File: src/rtl/spi_peripheral_pkg.sv
// Shared constants for the SPI register slave: register map addresses,
// frame length and the receive FSM state encoding.
package spi_regs_pkg;

  localparam logic [6:0] ADDR_EN_OUT_LO = 7'h00;
  localparam logic [6:0] ADDR_EN_OUT_HI = 7'h01;
  localparam logic [6:0] ADDR_EN_PWM_LO = 7'h02;
  localparam logic [6:0] ADDR_EN_PWM_HI = 7'h03;
  localparam logic [6:0] ADDR_DUTY      = 7'h04;

  // 1 R/W bit + 7 address bits + 8 data bits
  localparam int FRAME_BITS = 16;

  typedef enum logic [1:0] {
    IDLE   = 2'd0,
    RECV   = 2'd1,
    COMMIT = 2'd2
  } spi_state_e;

endpackage

File: src/rtl/spi_peripheral_if.sv
// Bundle of the SPI pins and the five PWM control register outputs.
//   sclk, copi, ncs  : SPI pins, asynchronous to the system clock
//   en_reg_*         : output / PWM enable registers
//   pwm_duty_cycle   : shared duty cycle register
// master: drives the pins and observes the registers (bus owner / bench)
// slave : the register peripheral
interface spi_peripheral_if;
  logic       sclk;
  logic       copi;
  logic       ncs;
  logic [7:0] en_reg_out_7_0;
  logic [7:0] en_reg_out_15_8;
  logic [7:0] en_reg_pwm_7_0;
  logic [7:0] en_reg_pwm_15_8;
  logic [7:0] pwm_duty_cycle;

  modport master (
    output sclk, copi, ncs,
    input  en_reg_out_7_0, en_reg_out_15_8, en_reg_pwm_7_0,
           en_reg_pwm_15_8, pwm_duty_cycle
  );

  modport slave (
    input  sclk, copi, ncs,
    output en_reg_out_7_0, en_reg_out_15_8, en_reg_pwm_7_0,
           en_reg_pwm_15_8, pwm_duty_cycle
  );
endinterface

File: src/rtl/spi_peripheral_sync_edge_detect.sv
// Multi-flop synchronizer for an asynchronous input, followed by one history
// flop so that rising and falling edges of the synchronized level can be seen.
//   clk, rst_n : system clock, async active-low reset
//   d          : asynchronous input
//   sync       : synchronized level
//   rise, fall : single-cycle edge strobes on the synchronized level
module sync_edge_detect #(
  parameter int STAGES = 2
) (
  input  logic clk,
  input  logic rst_n,
  input  logic d,
  output logic sync,
  output logic rise,
  output logic fall
);

  logic [STAGES-1:0] sync_q;
  logic              hist_q;

  always_ff @(posedge clk or negedge rst_n) begin
    if (!rst_n) begin
      sync_q <= '0;
      hist_q <= 1'b0;
    end else begin
      sync_q <= {sync_q[STAGES-2:0], d};
      hist_q <= sync_q[STAGES-1];
    end
  end

  assign sync = sync_q[STAGES-1];
  assign rise = sync_q[STAGES-1] & ~hist_q;
  assign fall = ~sync_q[STAGES-1] & hist_q;

endmodule

File: src/rtl/spi_peripheral.sv
// SPI mode-0 write-only slave owning the five PWM control registers.
//   clk, rst_n : system clock, async active-low reset
//   bus        : SPI pins in, register values out (spi_peripheral_if.slave)
//
//   state  | meaning
//   IDLE   | ncs high, waiting for ncs fall; sclk ignored
//   RECV   | shifting copi on each sclk rise, counting bits
//   COMMIT | one cycle: write register if the frame is a valid write
module spi_peripheral
  import spi_regs_pkg::*;
#(
  parameter int SYNC_STAGES = 2,
  parameter int MAX_ADDR    = 4
) (
  input logic             clk,
  input logic             rst_n,
  spi_peripheral_if.slave bus
);

  localparam logic [1:0] S_IDLE   = IDLE;
  localparam logic [1:0] S_RECV   = RECV;
  localparam logic [1:0] S_COMMIT = COMMIT;
  localparam logic [4:0] CNT_FULL = 5'(FRAME_BITS);
  localparam logic [4:0] CNT_OVF  = 5'(FRAME_BITS + 1);

  logic sclk_rise, sclk_sync_unused, sclk_fall_unused;
  logic copi_sync, copi_rise_unused, copi_fall_unused;
  logic ncs_rise, ncs_fall, ncs_sync_unused;

  sync_edge_detect #(.STAGES(SYNC_STAGES)) u_sync_sclk (
    .clk(clk), .rst_n(rst_n), .d(bus.sclk),
    .sync(sclk_sync_unused), .rise(sclk_rise), .fall(sclk_fall_unused)
  );

  sync_edge_detect #(.STAGES(SYNC_STAGES)) u_sync_copi (
    .clk(clk), .rst_n(rst_n), .d(bus.copi),
    .sync(copi_sync), .rise(copi_rise_unused), .fall(copi_fall_unused)
  );

  sync_edge_detect #(.STAGES(SYNC_STAGES)) u_sync_ncs (
    .clk(clk), .rst_n(rst_n), .d(bus.ncs),
    .sync(ncs_sync_unused), .rise(ncs_rise), .fall(ncs_fall)
  );

  logic [1:0]            state;
  logic [4:0]            bit_cnt;
  logic [FRAME_BITS-1:0] shift_q;
  logic [6:0]            frame_addr;
  logic [7:0]            frame_data;
  logic                  frame_ok;

  assign frame_addr = shift_q[FRAME_BITS-2 -: 7];
  assign frame_data = shift_q[7:0];
  // Counter saturates one past a full frame, so any long frame fails this test.
  assign frame_ok   = (bit_cnt == CNT_FULL) && shift_q[FRAME_BITS-1] &&
                      (frame_addr <= 7'(MAX_ADDR));

  always_ff @(posedge clk or negedge rst_n) begin
    if (!rst_n) begin
      state   <= S_IDLE;
      bit_cnt <= '0;
      shift_q <= '0;
    end else begin
      case (state)
        S_IDLE: begin
          if (ncs_fall) begin
            bit_cnt <= '0;
            shift_q <= '0;
            state   <= S_RECV;
          end
        end
        S_RECV: begin
          if (ncs_rise) begin
            state <= S_COMMIT;
          end else if (sclk_rise) begin
            shift_q <= {shift_q[FRAME_BITS-2:0], copi_sync};
            if (bit_cnt != CNT_OVF) bit_cnt <= bit_cnt + 5'd1;
          end
        end
        // An ncs fall seen here is dropped: IDLE only reacts to a fresh edge.
        default: state <= S_IDLE;
      endcase
    end
  end

  always_ff @(posedge clk or negedge rst_n) begin
    if (!rst_n) begin
      bus.en_reg_out_7_0  <= 8'h00;
      bus.en_reg_out_15_8 <= 8'h00;
      bus.en_reg_pwm_7_0  <= 8'h00;
      bus.en_reg_pwm_15_8 <= 8'h00;
      bus.pwm_duty_cycle  <= 8'h00;
    end else if (state == S_COMMIT && frame_ok) begin
      case (frame_addr)
        ADDR_EN_OUT_LO: bus.en_reg_out_7_0  <= frame_data;
        ADDR_EN_OUT_HI: bus.en_reg_out_15_8 <= frame_data;
        ADDR_EN_PWM_LO: bus.en_reg_pwm_7_0  <= frame_data;
        ADDR_EN_PWM_HI: bus.en_reg_pwm_15_8 <= frame_data;
        ADDR_DUTY:      bus.pwm_duty_cycle  <= frame_data;
        default: ;
      endcase
    end
  end

endmodule
File: src/flat_wrapper.sv
// flat-port wrapper written by rule: the top's interface ports become plain ports
module spi_peripheral_flat import spi_regs_pkg::*;
#(
  parameter int SYNC_STAGES = 2,
  parameter int MAX_ADDR    = 4
)
  (clk, rst_n, bus_sclk, bus_copi, bus_ncs, bus_en_reg_out_7_0, bus_en_reg_out_15_8, bus_en_reg_pwm_7_0, bus_en_reg_pwm_15_8, bus_pwm_duty_cycle);
  spi_peripheral_if bus_i ();
  input logic clk;
  input logic rst_n;
  input wire logic [$bits(bus_i.sclk)-1:0] bus_sclk;
  input wire logic [$bits(bus_i.copi)-1:0] bus_copi;
  input wire logic [$bits(bus_i.ncs)-1:0] bus_ncs;
  output wire logic [$bits(bus_i.en_reg_out_7_0)-1:0] bus_en_reg_out_7_0;
  output wire logic [$bits(bus_i.en_reg_out_15_8)-1:0] bus_en_reg_out_15_8;
  output wire logic [$bits(bus_i.en_reg_pwm_7_0)-1:0] bus_en_reg_pwm_7_0;
  output wire logic [$bits(bus_i.en_reg_pwm_15_8)-1:0] bus_en_reg_pwm_15_8;
  output wire logic [$bits(bus_i.pwm_duty_cycle)-1:0] bus_pwm_duty_cycle;
  assign bus_i.sclk = bus_sclk;
  assign bus_i.copi = bus_copi;
  assign bus_i.ncs = bus_ncs;
  assign bus_en_reg_out_7_0 = bus_i.en_reg_out_7_0;
  assign bus_en_reg_out_15_8 = bus_i.en_reg_out_15_8;
  assign bus_en_reg_pwm_7_0 = bus_i.en_reg_pwm_7_0;
  assign bus_en_reg_pwm_15_8 = bus_i.en_reg_pwm_15_8;
  assign bus_pwm_duty_cycle = bus_i.pwm_duty_cycle;
  spi_peripheral #(.SYNC_STAGES(SYNC_STAGES), .MAX_ADDR(MAX_ADDR)) u_core (.clk(clk), .rst_n(rst_n), .bus(bus_i));
endmodule
File: config.mk
export PLATFORM = sky130hd
export DESIGN_NAME = spi_peripheral_flat
export DESIGN_NICKNAME = d
export VERILOG_FILES = /design/src/rtl/spi_peripheral_pkg.sv /design/src/rtl/spi_peripheral_if.sv /design/src/rtl/spi_peripheral_sync_edge_detect.sv /design/src/rtl/spi_peripheral.sv /design/src/flat_wrapper.sv
export SDC_FILE = /design/constraint.sdc
export NUM_CORES = 1
export LEC_CHECK = 0
export ABC_AREA = 1
export CAP_MARGIN = 20
export CORE_ASPECT_RATIO = 0.6
export CORE_MARGIN = 3
export CORE_UTILIZATION = 40
export CTS_CLUSTER_SIZE = 30
export DETAILED_ROUTE_END_ITERATION = 12
export DONT_BUFFER_PORTS = 1
export SLEW_MARGIN = 15
export SYNTH_ARGS = -nofsm -noshare
export SYNTH_HDL_FRONTEND = slang
export SYNTH_SLANG_ARGS = --single-unit
File: constraint.sdc
create_clock -name clk -period 4.3 [get_ports clk]
set_input_delay 0.86 -clock clk [delete_from_list [all_inputs] [get_ports clk]]
set_output_delay 0.86 -clock clk [all_outputs]
set_load 0.01 [all_outputs]
**Word level (Yosys, flattened, before mapping)**

Cells that the tools add are included.

- Add/subtract/negate cells: 1
- Multipliers: 0
- Div/mod/pow operators: 0
- Order comparisons: 1
- Equal/unequal tests: 13
- Shift-type cells: 0
- Mux-type cells: 12
- Bitwise operators: 6
- Reductions and logical operators: 14

Operator list:

| operator | number |
|---|---|
| $mux 16 | 3 |
| $pmux 16 s2 | 1 |
| $mux 5 | 4 |
| $eq 7x2->1 const B | 2 |
| $reduce_and 2->1 | 6 |
| $pmux 5 s2 | 1 |
| $ne 2x1->1 const B | 4 |
| $eq 7x1->1 const B | 1 |
| $eq 7x3->1 const B | 1 |
| $le 7x3->1 const B | 1 |
| $logic_not 7->1 | 1 |
| $add 5x1->5 const B | 1 |
| $eq 5x5->1 const B | 1 |
| $ne 5x5->1 const B | 1 |
| $reduce_and 5->1 | 1 |
| $mux 2 | 2 |
| $pmux 2 s2 | 1 |
| $reduce_and 4->1 | 1 |
| $and 1x1->1 | 3 |
| $logic_and 1x1->1 | 3 |
| $not 1->1 | 3 |
| $eq 2x1->1 const B | 1 |
| $eq 2x2->1 const B | 1 |
| $logic_not 2->1 | 1 |
| 2 further kinds | 2 |

- Register bits after elaboration: 71
- Bits in latches: 0
- RAM bits: 0
- Bits in read-only memories: 0
- Bits of input ports: 5
- Output and inout bits: 40
- Memories kept: 0

**Logic depth before layout (Yosys ltp)**

Gate-level depths: netlist of run 1.

- Word-level depth: 5
- Gate-level depth with buffers: 9
- Mapped depth without buffers: 9

**Hierarchy**

From an unflattened synthesis of run 1, not the netlist that was laid out.

- Cell total of the unflattened synthesis: 342
- Area total of the unflattened synthesis: 3259.4 µm²

Modules (own cells, without submodules):

| module | times used | cells each | area an instance (µm²) | seq. area each (µm²) |
|---|---|---|---|---|
| spi_peripheral | 1 | 321 | 2989.1 | 1576.5 |
| sync_edge_detect | 3 | 7 | 90.1 | 75.1 |

**Worst setup path after synthesis of run 1**

No wires, ideal clock.

- Kind: register to register
- From: reg u_core.bit_cnt[0]
- To: reg u_core.bus.en_reg_pwm_15_8[0] (netlist name)
- Setup time: 0.119 ns
- Arrival: 1.334 ns
- Required time: 4.181 ns
- Setup slack: 2.847 ns
- Cell stages (with the launch flop): 8
- Path buffers: 0
- Period minus slack after synthesis: 1.453 ns
- Path through: dfrtp_1 -> inv_1 -> ha_1 -> nand4_1 -> nor2_4 -> nand4_2 -> nand2_1 -> nand2_1

- Longest elaborated chain between the ends: 5

Ends and longest elaborated chain:

| item | line | source |
|---|---|---|
| start, declared | spi_peripheral.sv:46 | `logic [4:0] bit_cnt;` |
| start signal, assigned | spi_peripheral.sv:77 | `if (bit_cnt != CNT_OVF) bit_cnt <= bit_cnt + 5'd1;` |
| $eq 5x5->1 | spi_peripheral.sv:55 | `assign frame_ok = (bit_cnt == CNT_FULL) && shift_q[FRAME_BITS-1] &&` |
| $logic_and 1x1->1 (2 in series) | spi_peripheral.sv:55 |  |
| $logic_and 1x1->1 | spi_peripheral.sv:93 | `end else if (state == S_COMMIT && frame_ok) begin` |
| $reduce_and 2->1 (no source line) | - |  |
| end signal, assigned | spi_peripheral.sv:98 | `ADDR_EN_PWM_HI: bus.en_reg_pwm_15_8 <= frame_data;` |
| end, declared | spi_peripheral_if.sv:26 | `en_reg_pwm_15_8, pwm_duty_cycle` |

No other way between the ends.
A chain may end at the register's enable or synchronous reset.

**Worst setup path in the final report of run 1**

- From: reg u_core.shift_q[8]
- To: reg u_core.bus.en_reg_pwm_15_8[6] (netlist name)

- Longest elaborated chain between the ends: 4

Ends and longest elaborated chain:

| item | line | source |
|---|---|---|
| start, declared | spi_peripheral.sv:47 | `logic [FRAME_BITS-1:0] shift_q;` |
| start signal, assigned | spi_peripheral.sv:76 | `shift_q <= {shift_q[FRAME_BITS-2:0], copi_sync};` |
| $le 7x3->1 | spi_peripheral.sv:56 | `(frame_addr <= 7'(MAX_ADDR));` |
| $logic_and 1x1->1 | spi_peripheral.sv:55 |  |
| $logic_and 1x1->1 | spi_peripheral.sv:93 |  |
| $reduce_and 2->1 (no source line) * | - |  |

Every way passes the cells marked *; elsewhere a longest branch is shown, timed or not.

==> summary.log, run 1 <==
qor: global_routing.grtUsageTotal 16.96%
qor: clocking.tritoncts built
qor: sta.layout_worst_path_cycle_share 45.59%
qor: power_and_ir_drop.power_per_cell_area 446.2 mW/mm²
qor: synth.yosys-top-cells-area dfrtp_1 (61%), nand2_1 (17%), nand4_1 (3.9%)
qor: layout.most_common_cell_after_layout_fill_and_taps_aside nand2_1
qor: clocking.path_clk_slew 0.05 ns
qor: clocking.htree_num_levels 3
qor: global_routing.grt_start_max_net_pins 72
qor: placement.number_of_buffer_cells_added_on_primary_ports 0
qor: power_and_ir_drop.net_sw_power 0.0003345 W
qor: clocking.clk_latency 0.33 ns
qor: route.avgRoutedWirePerCell 15.73 µm
qor: clocking.numCtsBuffers 9
qor: sta.final_report_hold_violation_count 0
qor: critical_path.critPathMaxFanout 20
qor: layout.area_delta_synth_final 12.26%
qor: run_status.outcome complete, no violations
qor: power_and_ir_drop.fraction_of_power_spent_switching_nets 22.88%
qor: sta.slew_headroom 49.76%
qor: synth.synth.cell_area 0.002919 mm²
qor: synth.flops_latches_synth 71
qor: critical_path.cpPeakStageDelay 0.61 ns
qor: critical_path.critPathCaptureType flop
qor: synth.synth_top_area_share 60.87%
qor: route.detail_route.drc_violations 0
qor: clocking.postCtsSetupBuffers 0
qor: placement.gp_congestion 0.8231
qor: power_and_ir_drop.leakagePower 1.674 nW
qor: power_and_ir_drop.share_comb_of_total_power 5.0%
qor: sta.max_freq 510.1 MHz
qor: global_routing.grt_first_pass_wirelength 10550 µm
qor: sta.setup-violations-final 0
qor: critical_path.crit_required 4.51 ns
qor: route.drt.antenna.violating_nets 0
qor: placement.detailed_place_hpwl 4356 µm
qor: die.die_w 116.3 µm
qor: route.drt-total-wl 6449 µm
qor: layout.mostFrequentLayoutCells nand2_1 (130), dfrtp_1 (71), inv_1 (21)
qor: power_and_ir_drop.power.sequential.fraction 48.7%
qor: power_and_ir_drop.clock_power_share 46.3%
qor: critical_path.reg2reg_setup_slack 2.34 ns
qor: global_routing.vias_in_the_first_global_route 2008
qor: layout.stdcell_area 0.003277 mm²
qor: sta.setup_skew 0.002283 ns
qor: synth.synthDistinctLibCells 22
qor: layout.finalCoreUtilization 47.64%
qor: worst_hold_path.timing.hold.worst.class in -> async
qor: synth.ys_seq_area_share 60.87%
qor: global_routing.number_of_antenna_violations_at_the_first_check_in_global_routing 0
qor: die.die_area 0.008392 mm²
qor: critical_path.timing.critical_path.mode_cell nand2_1
qor: placement.placed_cell_area 0.003000 mm²
qor: synth.netlist.top_cell.by_area dfrtp_1
qor: die.start_util 42.44%
qor: sta.layout_setup_ws 2.340 ns
qor: die.fp.coreArea 0.006878 mm²
qor: sta.final.min_clock_period 1.960 ns
qor: sta.rsz0062_at_grt false
qor: job.drv_cap 0
qor: critical_path.reg2regPathDepth 6
qor: layout.layout-drive-gt1-share 9.907%
qor: global_routing.gr-total-overflow 0
qor: route.vias 2078
qor: critical_path.cp-start-kind flop
qor: critical_path.critical_path_class reg -> reg
qor: synth.postSynthAreaPerCell 9.326 µm²
qor: sta.worst_pin_slew 0.7508 ns
qor: clocking.cell_at_the_root_of_the_clock_tree clkbuf_16
qor: die.top_level_ports 45
qor: power_and_ir_drop.internal_dissipation 0.001128 W
qor: synth.yosys_warnings 0
qor: sta.setup_total_negative_slack 0 ns
qor: clocking.post_cts_hold_buffer_count 0
qor: route.vias_per_cell 5.068
qor: power_and_ir_drop.peakVddDrop 262.2 µV
qor: layout.nNetsFinal 326
qor: sta.timing.final.max_slew_violations 0
qor: route.first_pass_iters 4
qor: placement.dp_slack 2.352 ns
qor: critical_path.regToRegEndpoint u_core.bus.en_reg_pwm_15_8[6]
qor: clocking.post_cts.resized_instances 0
qor: critical_path.rr_startpoint u_core.shift_q[8]
qor: critical_path.cp_data_arrival_time 2.17 ns
qor: synth.post_synthesis_instance_total 313
qor: clocking.clock_sink_count 71
qor: critical_path.crit_path_top_delay_cell dfrtp_1
qor: synth.net_count_after_synthesis 321
qor: layout.num_antenna_cells 0
qor: route.drt_first_iter_violations 189
qor: die.standard_cell_rows 23
qor: clocking.cts-root-to-sink-buffers 2
qor: die.die_height 72.17 µm
qor: critical_path.critical_path.cell_chain nor2_2, nand3_1, nand2_2, nand4_2, nand2_1, nand2_1
==> synth_stat cells <==
cell type	instances
and3_1	1
buf_2	4
clkbuf_1	2
clkinv_1	1
dfrtp_1	71
ha_1	3
inv_1	21
inv_2	3
nand2_1	130
nand2_2	1
nand2_4	1
nand3_1	10
nand4_1	18
nand4_2	5
nor2_1	14
nor2_2	3
nor2_4	4
nor3_1	1
o21ai_0	3
o21ai_1	1
o22ai_1	14
xor2_1	2
==> critical path: cells and delay by family, from the launching register on <==
kind,cells,cell delay [ns]
flops,1,0.61
simple gates,6,1.23
==> state kept, by name, indices dropped and copies added (netlist names), 2 cells and up <==
signal	count
u_core.u_sync_sclk.sync_q	2
u_core.bus.en_reg_pwm_7_0	8
u_core.bus.en_reg_out_15_8	8
u_core.bus.en_reg_pwm_15_8	8
u_core.u_sync_ncs.sync_q	2
u_core.state	2
u_core.shift_q	16
u_core.bit_cnt	5
u_core.bus.pwm_duty_cycle	8
u_core.u_sync_copi.sync_q	2
u_core.bus.en_reg_out_7_0	8
==> worst max-delay path by stage <==
stage                                 start                            end  slack, ns  depth (start not counted)
after global routing      u_core.shift_q[8]  u_core.bus.en_reg_pwm_15_8[6]       2.18                          6
after CTS                 u_core.shift_q[8]  u_core.bus.en_reg_pwm_15_8[6]       2.35                          6
after floorplan           u_core.bit_cnt[0]  u_core.bus.en_reg_pwm_15_8[0]       2.85                          7
after detailed placement  u_core.shift_q[8]  u_core.bus.en_reg_pwm_15_8[6]       2.35                          6
after global placement    u_core.shift_q[8]  u_core.bus.en_reg_pwm_15_8[3]       2.49                          6
final                     u_core.shift_q[8]  u_core.bus.en_reg_pwm_15_8[6]       2.34                          6
==> routing by layer <==
layer | up-vias | share of wire, % | GRT usage (%)
li1 | 1025 | - | -
met1 | 973 | 50 | 25.27
met2 | 70 | 38 | 21.23
met3 | 10 | 10 | 7.833
met4 | 0 | 1.5 | 6.178
met5 | - | 0 | 0
==> per-stage QoR <==
| stage | total power (W) | instances | hold slack (ns) |
|---|---|---|---|
| after floorplan | 0.0007745 | 313 | 0.3312 |
| after global placement | 0.0007946 | 394 | 0.3362 |
| after detailed placement | 0.0007983 | 394 | 0.3389 |
| after CTS | 0.001483 | 410 | 0.2117 |
| after global routing | 0.001535 | 410 | 0.2054 |
| final | 0.001462 | 410 | 0.2284 |
==> cell families after synthesis <==
group,after synthesis,share of synthesized area (%)
xor+xnor,2,0.6002
fa+ha+maj,3,1.286
compound gates,18,3.686
buf+inv,31,4.158
simple gates,188,29.40
flops,71,60.87
==> power groups by stage <==
| stage | logic [W] | registers, W | clock network (W) |
|---|---|---|---|
| finish | 0.0000735 | 0.000712 | 0.000677 |
| CTS | 0.0000746 | 0.000712 | 0.000696 |
| floorplan | 0.0000601 | 0.000714 | 0 |
| global route | 0.0000886 | 0.000715 | 0.000731 |
| global placement | 0.0000718 | 0.000723 | 0 |
| detailed placement | 0.0000742 | 0.000724 | 0 |
==> final cells by class <==
type / instances / area, µm²
fill: 678 / 3601
sequential: 71 / 1777
multi-input combinational: 211 / 1021
clock buffer: 12 / 256.5
tap: 87 / 108.9
inverter: 25 / 93.84
clock inverter: 4 / 20.02
(Power assumes the default switching activity.)
==> run 2: changes to the inputs <==
clock period = 1.8 ns   (was 4.3 ns; I/O delays follow)
==> run 2 against run 1 <==
Effect of this change: the flow now finishes with violations (negative hold slack); non-clock buffer count is 11 higher; worst setup slack worse by 2.2 ns; sequential share of layout area is 1.8 points lower; design area is 3.4% higher; wire length is 1.0% higher; clock power is 140% higher; die area stayed put; largest power group unchanged.
==> summary.log, run 2 (same netlist as run 1, synthesis figures left out) <==
qor: placement.dp_cells 404
qor: critical_path.timing.critical_path.mode_cell nand2_1
qor: layout.largest_register_ffs 16
qor: sta.layout_worst_path_cycle_share 92.47%
qor: layout.multi_input_comb_area 0.001039 mm²
qor: critical_path.path_delay_family simple AND/OR/NAND/NOR gates
qor: layout.final-seq-area 0.001777 mm²
qor: job.drv_cap 0
qor: critical_path.timing.critical_path.to u_core.bus.en_reg_pwm_15_8[3]
qor: sta.max_freq 600.8 MHz
qor: clocking.path_clk_slew 0.05 ns
qor: global_routing.number_of_antenna_violations_at_the_first_check_in_global_routing 0
qor: global_routing.vias_in_the_first_global_route 1981
qor: sta.setup_total_negative_slack 0 ns
qor: global_routing.grt_first_pass_wirelength 10560 µm
qor: critical_path.crit_required 2.01 ns
qor: clocking.clk_latency 0.33 ns
qor: route.vias_per_cell 5.097
qor: sta.holdWs -0.2762 ns
qor: layout.regMostFlops u_core.shift_q
qor: clocking.cts-root-to-sink-buffers 2
qor: layout.nNetsFinal 337
qor: critical_path.count_of_buffer_and_inverter_cells_on_the_critical_path 2
qor: layout.most_common_cell_after_layout_fill_and_taps_aside nand2_1
qor: route.detail_route.drc_violations 0
qor: route.avgRoutedWirePerCell 15.47 µm
qor: power_and_ir_drop.fraction_of_power_spent_switching_nets 23.92%
qor: route.first_pass_iters 4
qor: critical_path.reg2reg_setup_slack 0.14 ns
qor: route.drt.antenna.violating_nets 0
qor: layout.num_antenna_cells 0
qor: sta.final_report_hold_violation_count 71
qor: sta.timing.final.max_slew_violations 0
qor: clocking.cell_at_the_root_of_the_clock_tree clkbuf_16
qor: layout.mostFrequentLayoutCells nand2_1 (130), dfrtp_1 (71), inv_1 (21)
qor: clocking.numCtsBuffers 9
qor: run_status.violated_checks negative hold slack
qor: global_routing.grt_start_max_net_pins 72
qor: die.standard_cell_rows 23
qor: power_and_ir_drop.power.sequential.fraction 48.3%
qor: worst_hold_path.timing.hold.worst.class in -> async
qor: critical_path.regToRegEndpoint u_core.bus.en_reg_pwm_15_8[3]
qor: die.die_height 72.17 µm
qor: sta.final.min_clock_period 1.664 ns
qor: sta.setup_skew 0.005353 ns
qor: clocking.clock_sink_count 71
qor: critical_path.worst-path-stages 8
qor: critical_path.critPathMaxFanout 8
qor: sta.worst_pin_slew 0.3651 ns
qor: run_status.outcome finished, violations left
qor: global_routing.grtUsageTotal 16.85%
qor: clocking.tritoncts built
qor: global_routing.gr-total-overflow 0
qor: critical_path.timing.critical_path.from u_core.bit_cnt[0]
qor: sta.slew_headroom 75.57%
qor: die.fp.coreArea 0.006878 mm²
qor: power_and_ir_drop.totalPowerFinal 0.003524 W
qor: power_and_ir_drop.internal_dissipation 0.002681 W
qor: layout.area_delta_synth_final 16.07%
qor: power_and_ir_drop.net_sw_power 0.0008429 W
qor: critical_path.crit_path_top_delay_cell dfrtp_1
qor: placement.gp_congestion 0.8688
qor: critical_path.cp-start-kind flop
qor: critical_path.critical_path_class reg -> reg
qor: power_and_ir_drop.leakagePower 1.727 nW
qor: route.drt_first_iter_violations 162
qor: critical_path.critPathCaptureType flop
qor: power_and_ir_drop.share_comb_of_total_power 6.2%
qor: power_and_ir_drop.clock_power_share 45.5%
qor: power_and_ir_drop.power_per_cell_area 1040 mW/mm²
qor: die.die_w 116.3 µm
qor: die.die_area 0.008392 mm²
qor: power_and_ir_drop.peakVddDrop 532.2 µV
qor: placement.detailed_place_hpwl 4378 µm
qor: die.start_util 42.44%
qor: placement.number_of_buffer_cells_added_on_primary_ports 0
qor: sta.rsz0062_at_grt false
qor: critical_path.cp_data_arrival_time 1.88 ns
qor: critical_path.critical_path.cell_chain inv_1, ha_1, nand4_1, nor2_4, buf_12, nand4_2, nand2_1, nand2_1
qor: layout.final.fill_count 655
qor: sta.setup-violations-final 0
qor: route.vias 2146
qor: critical_path.reg2regPathDepth 8
qor: clocking.htree_num_levels 3
qor: route.drt-total-wl 6514 µm
qor: layout.stdcell_count 421
qor: critical_path.cpPeakStageDelay 0.42 ns
qor: critical_path.rr_startpoint u_core.bit_cnt[0]
qor: layout.layout-drive-gt1-share 13.17%
qor: die.top_level_ports 45
## run 2: timing repair
item / CTS / global route
buffers inserted: 0 / 1
hold endpoints to repair: 71 / 71
endpoints found under the setup margin: 0 / 21
gates resized for setup: 0 / 2
## run 2: how the worst min path moves through the flow
stage | endpoint | depth (start not counted)
2_1_floorplan | u_core.bit_cnt[0] | 0
3_3_place_gp | u_core.bus.en_reg_out_7_0[0] | 0
3_5_place_dp | u_core.bus.en_reg_out_7_0[2] | 0
4_1_cts | u_core.bus.en_reg_out_7_0[2] | 0
5_1_grt | u_core.bus.pwm_duty_cycle[3] | 0
6_report | u_core.bus.en_reg_out_7_0[2] | 0
## run 2: cell type report
class,instances,share of cell area (%)
flip-flops and latches,71,52.44
inverters,25,2.770
multi-input cells,211,30.65
well taps,87,3.213
clock inverters,6,1.071
repair buffers,11,2.806
clock buffers,10,7.053
## run 2: per-stage QoR
stage | cell area, µm² | utilization (%) | hold slack [ns] | setup WS, ns
floorplan | 2919 | - | 0.06441 | 0.3467
finish | 3388 | 49.26 | -0.2762 | 0.1356
global route | 3388 | 49.26 | -0.3037 | 0.04704
detailed placement | 3075 | 44.72 | 0.06745 | 0.08190
global placement | 3075 | 44.72 | 0.06779 | 0.1809
CTS | 3351 | 48.72 | -0.2953 | 0.06646
## run 2: power groups by stage
stage | Sequential, W | Clock, W | Combinational [W]
floorplan | 0.00171 | 0 | 0.000143
global placement | 0.00172 | 0 | 0.000207
detailed placement | 0.00173 | 0 | 0.000216
CTS | 0.00170 | 0.00166 | 0.000217
global route | 0.00171 | 0.00173 | 0.000244
finish | 0.00170 | 0.00160 | 0.000218
## run 2: metal layers
metal  wire length, µm  vias to the layer above  share of wire [%]  track usage (%)
li1                  -                     1048                  -                -
met1              3297                     1022                 51            25.97
met2              2552                       74                 39            21.04
met3               641                        2                9.8            8.500
met4                23                        0               0.35            3.089
met5                 0                        -                  0                0
